<file path="config.mk">
export PLATFORM = sky130hd
export DESIGN_NAME = dma_wr_arb
export DESIGN_NICKNAME = d
export VERILOG_FILES = /design/src/rtl/dma_pkg.sv /design/src/rtl/rr_arb.sv /design/src/rtl/dma_wr_arb.sv
export SDC_FILE = /design/constraint.sdc
export NUM_CORES = 1
export LEC_CHECK = 0
export CORE_AREA = 2 2 228 230
export CTS_BUF_LIST = sky130_fd_sc_hd__clkbuf_4 sky130_fd_sc_hd__clkbuf_8
export CTS_CLUSTER_SIZE = 10
export DETAILED_ROUTE_END_ITERATION = 6
export DIE_AREA = 0 0 230 232
export SYNTH_ARGS = -nofsm -noshare
export SYNTH_HDL_FRONTEND = slang
export SYNTH_SLANG_ARGS = --single-unit
</file>
<file path="constraint.sdc">
create_clock -name clk -period 5.9 [get_ports clk]
set_input_delay 1.77 -clock clk [delete_from_list [all_inputs] [get_ports clk]]
set_output_delay 1.77 -clock clk [all_outputs]
set_load 0.005 [all_outputs]
</file>
<file path="src/rtl/dma_pkg.sv">
// Shared types and helpers for the DataMover write arbiter.
// State encoding, beat-count math and index-width helper.
package dma_pkg;

  typedef enum logic [1:0] {
    IDLE,
    CMD,
    DATA,
    DRAIN
  } state_e;

  localparam int MAX_LEN_W = 32;

  function automatic int unsigned clog2_min1(
    input int unsigned n
  );
    return (n <= 2) ? 1 : $clog2(n);
  endfunction

  // One extra bit so an all-ones length rounds up without wrapping.
  function automatic logic [MAX_LEN_W:0] beat_count(
    input logic [MAX_LEN_W-1:0] len,
    input int unsigned          blog
  );
    logic [MAX_LEN_W:0] bias;
    bias = ((MAX_LEN_W+1)'(1) << blog) - (MAX_LEN_W+1)'(1);
    return ({1'b0, len} + bias) >> blog;
  endfunction

endpackage

</file>
<file path="src/rtl/rr_arb.sv">
// Round-robin priority picker: first set request at or after ptr.
// Purely combinational; ptr is always below NUM_REQ.
module rr_arb
  import dma_pkg::*;
#(
  parameter int NUM_REQ = 4,
  localparam int SEL_W = clog2_min1(NUM_REQ)
) (
  input  logic [NUM_REQ-1:0] req,
  input  logic [SEL_W-1:0]   ptr,
  output logic [NUM_REQ-1:0] gnt,
  output logic [SEL_W-1:0]   idx,
  output logic               any
);

  localparam logic [SEL_W:0] N_W = (SEL_W+1)'(NUM_REQ);

  always_comb begin
    logic [SEL_W:0] k;
    gnt = '0;
    idx = '0;
    any = 1'b0;
    k   = '0;
    for (int i = 0; i < NUM_REQ; i++) begin
      k = {1'b0, ptr} + (SEL_W+1)'(i);
      if (k >= N_W) k = k - N_W;
      if (!any && req[k[SEL_W-1:0]]) begin
        any = 1'b1;
        gnt[k[SEL_W-1:0]] = 1'b1;
        idx = k[SEL_W-1:0];
      end
    end
  end

endmodule

</file>
<file path="src/rtl/dma_wr_arb.sv">
// Shares the single S2MM write channel among NUM_REQ requesters:
// round-robin command grant, one-cycle beat forwarding, drain.
module dma_wr_arb
  import dma_pkg::*;
#(
  parameter int NUM_REQ    = 4,
  parameter int ADDR_WIDTH = 32,
  parameter int LEN_WIDTH  = 16,
  parameter int DATA_WIDTH = 64
) (
  input  logic                          clk,
  input  logic                          rst,
  input  logic [NUM_REQ-1:0]            req_vld,
  input  logic [NUM_REQ*ADDR_WIDTH-1:0] req_addr,
  input  logic [NUM_REQ*LEN_WIDTH-1:0]  req_len,
  output logic [NUM_REQ-1:0]            req_ack,
  output logic [NUM_REQ-1:0]            req_err,
  output logic [NUM_REQ-1:0]            req_data_en,
  input  logic [NUM_REQ-1:0]            req_data_vld,
  input  logic [NUM_REQ*DATA_WIDTH-1:0] req_data,
  output logic [NUM_REQ-1:0]            req_done,
  output logic                          wstart,
  input  logic                          wready,
  output logic [ADDR_WIDTH-1:0]         waddr,
  output logic [LEN_WIDTH-1:0]          wdata_len,
  output logic                          wdata_vld,
  output logic [DATA_WIDTH-1:0]         wdata,
  output logic                          busy,
  output logic [$clog2(NUM_REQ)-1:0]    cur_sel
);

  localparam int BYTES = DATA_WIDTH / 8;
  localparam int BLOG  = $clog2(BYTES);
  localparam int SEL_W = clog2_min1(NUM_REQ);
  localparam int CNT_W = LEN_WIDTH + 1;

  state_e               state;
  logic [SEL_W-1:0]     rr_ptr;
  logic [NUM_REQ-1:0]   sel_oh;
  logic [CNT_W-1:0]     cnt_q;
  logic [CNT_W-1:0]     cnt_nxt;
  logic [MAX_LEN_W:0]   beats_tot;
  logic                 last_beat;

  logic [ADDR_WIDTH-1:0] addr_a [NUM_REQ];
  logic [LEN_WIDTH-1:0]  len_a  [NUM_REQ];
  logic [DATA_WIDTH-1:0] data_a [NUM_REQ];

  logic [NUM_REQ-1:0]    g_oh;
  logic [SEL_W-1:0]      g_idx;
  logic                  g_any;
  logic [ADDR_WIDTH-1:0] g_addr;
  logic [LEN_WIDTH-1:0]  g_len;
  logic                  beat_vld;
  logic [DATA_WIDTH-1:0] beat;

  for (genvar g = 0; g < NUM_REQ; g++) begin : g_unpack
    assign addr_a[g] = req_addr[g*ADDR_WIDTH +: ADDR_WIDTH];
    assign len_a[g]  = req_len[g*LEN_WIDTH +: LEN_WIDTH];
    assign data_a[g] = req_data[g*DATA_WIDTH +: DATA_WIDTH];
  end

  rr_arb #(
    .NUM_REQ (NUM_REQ)
  ) u_rr_arb (
    .req (req_vld),
    .ptr (rr_ptr),
    .gnt (g_oh),
    .idx (g_idx),
    .any (g_any)
  );

  assign g_addr   = addr_a[g_idx];
  assign g_len    = len_a[g_idx];
  assign beat_vld = req_data_vld[cur_sel];
  assign beat     = data_a[cur_sel];

  assign cnt_nxt   = cnt_q + CNT_W'(1);
  assign beats_tot = beat_count(MAX_LEN_W'(wdata_len), BLOG);
  assign last_beat = ((MAX_LEN_W+1)'(cnt_nxt) == beats_tot);

  function automatic logic [SEL_W-1:0] nxt_ptr(
    input logic [SEL_W-1:0] s
  );
    return (s == SEL_W'(NUM_REQ-1)) ? '0 : s + SEL_W'(1);
  endfunction

  always_ff @(posedge clk or posedge rst) begin
    if (rst) begin
      state       <= IDLE;
      rr_ptr      <= '0;
      sel_oh      <= '0;
      cnt_q       <= '0;
      req_ack     <= '0;
      req_err     <= '0;
      req_data_en <= '0;
      req_done    <= '0;
      wstart      <= 1'b0;
      waddr       <= '0;
      wdata_len   <= '0;
      wdata_vld   <= 1'b0;
      wdata       <= '0;
      busy        <= 1'b0;
      cur_sel     <= '0;
    end else begin
      wstart    <= 1'b0;
      req_ack   <= '0;
      req_err   <= '0;
      req_done  <= '0;
      wdata_vld <= 1'b0;
      unique case (state)
        IDLE: begin
          // Hold off while an ack is visible so a requester
          // that drops req_vld on that edge is not re-granted.
          if (wready && g_any && !(|req_ack)) begin
            cur_sel <= g_idx;
            sel_oh  <= g_oh;
            req_ack <= g_oh;
            if (g_len == '0) begin
              req_err <= g_oh;
              rr_ptr  <= nxt_ptr(g_idx);
            end else begin
              wstart    <= 1'b1;
              waddr     <= g_addr;
              wdata_len <= g_len;
              cnt_q     <= '0;
              busy      <= 1'b1;
              state     <= CMD;
            end
          end
        end
        CMD: begin
          req_data_en <= sel_oh;
          state       <= DATA;
        end
        DATA: begin
          if (beat_vld) begin
            wdata_vld <= 1'b1;
            wdata     <= beat;
            cnt_q     <= cnt_nxt;
            if (last_beat) begin
              req_done    <= sel_oh;
              req_data_en <= '0;
              state       <= DRAIN;
            end
          end
        end
        DRAIN: begin
          if (wready) begin
            rr_ptr <= nxt_ptr(cur_sel);
            busy   <= 1'b0;
            state  <= IDLE;
          end
        end
      endcase
    end
  end

endmodule

</file>
Word-level counts from Yosys, hierarchy flattened --
Cells that the tools add are included.
Storage, ports and cells: output and inout bits 133, RAM bits 0, word-level logic and storage cells 165, bits in registers 158, memories kept 0, ROM bits 0, bits in latches 0, input bits 459
Operators by class: divide/modulo/power cells 0, add/subtract/negate cells 11, bitwise logic cells 6, eq/ne operators 12, reductions and logical operators 27, multipliers 0, muxes and demuxes 79, shift-type cells 0, magnitude comparators 15
Operators with widths (count):
- $bmux 64 s2 | 1
- $mux 64 | 2
- $bmux 32 s2 | 1
- $mux 32 | 2
- $mux 4 | 14
- $mux 17 | 3
- $mux 2 | 18
- $pmux 17 s2 | 1
- $bmux 16 s2 | 1
- $mux 16 | 2
- $mux 1 | 21
- $add 16x3->17 const B | 1
- $add 17x1->17 const B | 1
- $eq 17x14->1 | 1
- $logic_not 16->1 | 1
- $ge 3x3->1 const B | 5
- $lt 2x3->1 const B | 5
- $ne 2x2->1 const B | 6
- $or 4x4->4 | 3
- $reduce_and 4->1 | 3
- $bmux 1 s2 | 5
- $logic_and 1x1->1 | 9
- $demux 1 s2 | 4
- $eq 2x2->1 const B | 4
- 20 further kinds | 36

Depth between registers and ports, before layout --
word-level depth 22, mapped depth 14

By module --
Synthesis repeated with hierarchy kept, for this count alone.
Second synthesis, totals: cells, all modules 761, area total of the unflattened synthesis 10318.6 um^2
Modules (own cells, without submodules):
- dma_wr_arb | cells each 716, instances 1, area an instance 9899.5 um^2
- rr_arb | cells each 45, instances 1, area an instance 419.2 um^2

Worst setup path after synthesis --
Ideal clock, no wire load.
path type input-to-reg, start input req_vld[3], end register state[1], arrival 3864 ps, setup slack 1968 ps, stages 8, required time 5831 ps, setup time 69 ps, path buffers 0, path through mux2_2 -> mux2_2 -> o21bai_1 -> nor3b_1 -> or4_1 -> nand3_1 -> or4b_1 -> nand3_1
Between the ends: cells in the longest elaborated chain, start to end 19, elaborated cells on any way between the ends 32
RTL lines:
- start: declaration | RTL line dma_wr_arb.sv:13 | input logic [NUM_REQ-1:0] req_vld,
- $bmux 1 s2 | RTL line rr_arb.sv:27 | if (!any && req[k[SEL_W-1:0]]) begin
- $mux 1 (implied by the code) | RTL line rr_arb.sv:27
- $mux 1 | RTL line rr_arb.sv:27
- $logic_not 1->1 | RTL line rr_arb.sv:27
- $logic_and 1x1->1 | RTL line rr_arb.sv:27
- $mux 1 | RTL line rr_arb.sv:27
- $logic_not 1->1 | RTL line rr_arb.sv:27
- $logic_and 1x1->1 | RTL line rr_arb.sv:27
- [... 2 more ...]
- $logic_and 1x1->1 | RTL line rr_arb.sv:27
- $mux 2 | RTL line rr_arb.sv:27
- $not 2->3 (implied by the code) | RTL line dma_wr_arb.sv:74 | assign g_len = len_a[g_idx];
- $bmux 16 s2 | RTL line dma_wr_arb.sv:74
- $mux 16 (implied by the code) (2 in a row) | RTL line dma_wr_arb.sv:74
- $logic_not 16->1 | RTL line dma_wr_arb.sv:119 | if (g_len == '0) begin
- $ne 2x2->1 (no source line)
- $reduce_and 5->1 (no source line) (*)
- end signal: assignment | RTL line dma_wr_arb.sv:90 | state <= IDLE;
- end signal: assignment | RTL line dma_wr_arb.sv:128 | state <= CMD;
- end signal: assignment | RTL line dma_wr_arb.sv:134 | state <= DATA;
- end: declaration | RTL line dma_wr_arb.sv:37 | state_e state;
Every way passes the cells marked *; elsewhere a longest branch is shown, timed or not. The select of a mux whose other input is x is not followed. A chain may end at the register's enable or synchronous reset.

Worst setup path after layout --
start input req_vld[0], end register state[1]
Same word-level chain as after synthesis.

==> metrics.md <==
| Metric | Value |
|---|---|
| CTS tree | `built` |
| Met3 WL | `3940 um` |
| DRT Pass-1 Iters | `5` |
| Leak Pwr | `7.37 nW` |
| Post-Syn Nets | `1,760` |
| Final TNS setup | `0 ns` |
| Max cap viols | `0` |
| DR vias/cell | `4.70` |
| Global-route wire length before repair | `81,100 um` |
| Initial antenna violation count | `13` |
| DRT met1 WL | `20,700 um` |
| Clk Latency, worst-skew pair | `0.56 ns` |
| Vias in the first global route | `12,000` |
| Routed WL | `58,000 um` |
| Critical path launch point type | `input pin` |
| Seq/Total Area, Yosys | `0.371` |
| Core Util, Final | `0.348` |
| Layout cells sized above 1 | `0.0761` |
| Hold crit path type | `register to register` |
| Total number of H-tree levels | `4` |
| Crit end category | `register` |
| Crit path launch | `req_vld[0]` |
| DP Worst Slack | `0.729 ns` |
| Net count reported at finish | `2,297` |
| Required @ worst endpoint | `6.40 ns` |
| Final setup vio count | `0` |
| Synth cell types | `70` |
| Ys async rst share | `1.00` |
| Gpl congestion | `0.951` |
| Final hold viol count | `0` |
| Reg2reg end | `state[1]$_DFFE_PP0P_` |
| Grt total ovfl | `0` |
| Post-DRT Antenna Nets | `0` |
| Setup ws final | `1.29 ns` |
| Drt initial violations | `760` |
| RSZ-0062 raised after global routing | `no` |
| Via Count | `11,900` |
| Area of the mapped netlist | `10,700 sq um` |
| Fin crit share | `0.782` |
| # port buffers | `591` |
| Hold Path Depth | `2` |
| DP Wirelength | `46,700 um` |
| Crit path DAT | `5.12 ns` |
| Outcome | `completed` |
| Final Skew | `0.0154 ns` |
| Final Max Tran Viols | `0` |
| WL/cell | `22.9 um` |
| Largest net degree at the start of global routing | `159` |
| Layout overhead on the synthesized area | `66.0%` |
| Die Y-Extent | `232 um` |
| Setup Fix Bufs, Post-CTS | `0` |
| FF-to-FF path depth | `9` |
| Num ports | `592` |
| # DRC | `0` |
| Longest Clk Path Bufs | `2` |
| Wire length on met2 | `30,400 um` |
| Post-Syn Instances | `1,290` |
| Kind of critical path | `input pin to register` |
| Clk sinks | `158` |
| Synth Warn # | `0` |
| Clock slew at reported path FFs | `0.11 ns` |
| Peak VDD IR | `0.000189 V` |
| Hold_ws | `0.486 ns` |
| Core area | `50,900 sq um` |
| Period minus WS final | `4.61 ns` |
| FP Rows | `83` |
| Crit Path Max Fanout | `15` |
| Post-cts resize count | `0` |
| All-Layer GR Usage | `0.212` |
| P per Cell Area | `426 nW/um^2` |
| Mean Syn Cell Area | `8.26 sq um` |
| Worst slew margin | `0.329` |
| Ys flop type | `dfrtp_1` |
| R2R Setup Slk | `1.73 ns` |
| Post-synthesis register bit count | `158` |
| R2r startpoint | `rr_ptr[0]$_DFFE_PP0P_` |
| Total CTS buffers | `17` |
| Die area | `53,400 sq um` |
| Worst hold endpoint | `wdata[17]$_DFFE_PP0P_` |
| Initial Util | `0.209` |
| Die Span X | `230 um` |
| Worst slew pin tran | `1.01 ns` |
| Root Buffer | `clkbuf_8` |
| EDFF count, synth | `0` |
| Hold Path Origin | `wdata[17]$_DFFE_PP0P_` |
| Fmax | `0.217 GHz` |
| Hold_buf cts | `0` |
| Max Used Layer | `met4` |
[power breakdown]
part / internal [mW] / total, mW / switching (mW)
combinational: 2.13 / 4.72 / 2.59
sequential: 1.50 / 1.91 / 0.410
clock: 0.327 / 0.894 / 0.567
[cells in the mapped netlist (2+ instances only)]
master,count,area (sq um)
nand4b_1,4,35.0
dfrtp_1,158,3950
a211o_1,5,43.8
and4_1,2,17.5
nor4_1,22,138
xnor2_1,24,210
or3_1,4,25.0
a21oi_1,105,526
o21ai_1,33,165
a22oi_1,4,30.0
buf_4,3,22.5
and2_1,8,50.1
clkbuf_1,65,244
a31oi_1,6,37.5
inv_1,19,71.3
mux4_2,65,1460
o21ai_0,25,125
nor3_1,14,70.1
and3b_1,2,17.5
buf_2,12,60.1
o211ai_1,7,52.6
nor2b_1,3,18.8
inv_2,2,7.51
nor2_1,24,90.1
ha_1,11,138
nand3_1,18,90.1
a311oi_1,2,17.5
buf_1,11,41.3
a221oi_1,4,35.0
a211oi_1,2,15.0
nor3b_1,11,82.6
and3_1,16,100
xor2_1,4,35.0
clkinv_1,2,7.51
nor3_2,3,30.0
a221o_1,5,50.1
a21o_1,6,45.0
o22ai_1,2,12.5
nand2_1,523,1960
or4_1,3,22.5
mux2_2,4,45.0
mux2i_1,9,90.1
nand4_1,6,37.5
o31ai_1,6,45.0
[layout by cell type (no fill, tap or decap), types with 4 or more instances in the layout]
cell type	instances
a22oi_1	4
inv_1	18
nand2_1	522
diode_2	10
nor3b_1	11
clkinv_8	4
o211ai_1	7
a221o_1	5
xnor2_1	24
nor4_1	22
mux2i_1	9
clkbuf_8	17
or3_1	4
nor2_1	24
inv_6	5
a31oi_1	6
a21oi_1	105
and2_1	8
a211o_1	5
nand4_1	6
o21ai_0	25
and3_1	16
nor3_1	14
dfrtp_1	156
clkdlybuf4s50_1	591
a21o_1	6
nand3_1	18
mux4_2	65
a221oi_1	4
xor2_1	4
inv_8	4
o21ai_1	32
nand4b_1	4
ha_1	11
buf_4	16
mux2_2	4
o31ai_1	6
[state kept, by name (all words and copies together), names as in the netlist]
signal	count
rr_ptr	2
wstart	1
busy	1
wdata_vld	1
req_data_en	4
waddr	32
wdata	64
wdata_len	16
req_err	4
cur_sel	2
cnt_q	17
sel_oh	4
req_done	4
state	2
req_ack	4
[worst max-delay path, stage by stage]
cell	delay, ns
clkdlybuf4s50_1	0.53
mux2_2	0.33
mux2_2	0.36
o21bai_1	0.27
nor3b_1	0.23
or4_1	0.52
nand3_1	0.51
or4b_1	0.49
nand3_1	0.09
[layer usage]
layer,up-vias,track usage
met5,-,0
met4,0,0.128
met3,80,0.0502
met2,560,0.386
met1,5669,0.219
li1,5570,-
[area by class of cell]
type / count / area (sq um)
Antenna cell: 10 / 25.0
Clock buffer: 17 / 234
Clock inverter: 15 / 179
Fill cell: 5254 / 33200
Inverter: 23 / 90.1
Multi-Input combinational cell: 1018 / 6270
Sequential cell: 158 / 3960
Tap cell: 680 / 851
Timing Repair Buffer: 609 / 6080
[cell families (layout without fill, tap and decap cells)]
group | count (synthesis) | in the layout | synth area share
AO/OA/AOI/OAI | 228 | 228 | 0.127
XOR/XNOR | 29 | 29 | 0.0251
adder cells (fa/ha/maj) | 11 | 11 | 0.0129
buffers and inverters | 114 | 664 | 0.0426
flip-flops | 158 | 158 | 0.371
multiplexers | 78 | 78 | 0.150
other | 0 | 10 | 0
AND/OR/NAND/NOR | 672 | 672 | 0.271
[worst max-delay path by stage]
stage                                      end  slack (ns)  depth (start not counted)
after floorplan           state[1]$_DFFE_PP0P_        1.97                          8
after global placement    state[1]$_DFFE_PP0P_        0.80                          9
after detailed placement  state[1]$_DFFE_PP0P_        0.73                          9
after CTS                 state[1]$_DFFE_PP0P_        1.36                          9
after global routing      state[1]$_DFFE_PP0P_        1.13                          9
final                     state[1]$_DFFE_PP0P_        1.29                          9
[per-stage QoR]
stage	power [mW]	area, sq um	cells
4_1_cts	7.66	17700	2520
3_3_place_gp	6.66	17200	2488
2_1_floorplan	4.48	10700	1290
5_1_grt	8.11	17700	2530
6_report	7.53	17700	2530
3_5_place_dp	6.71	17200	2488
No activity file was read; power rests on OpenSTA's default activity.
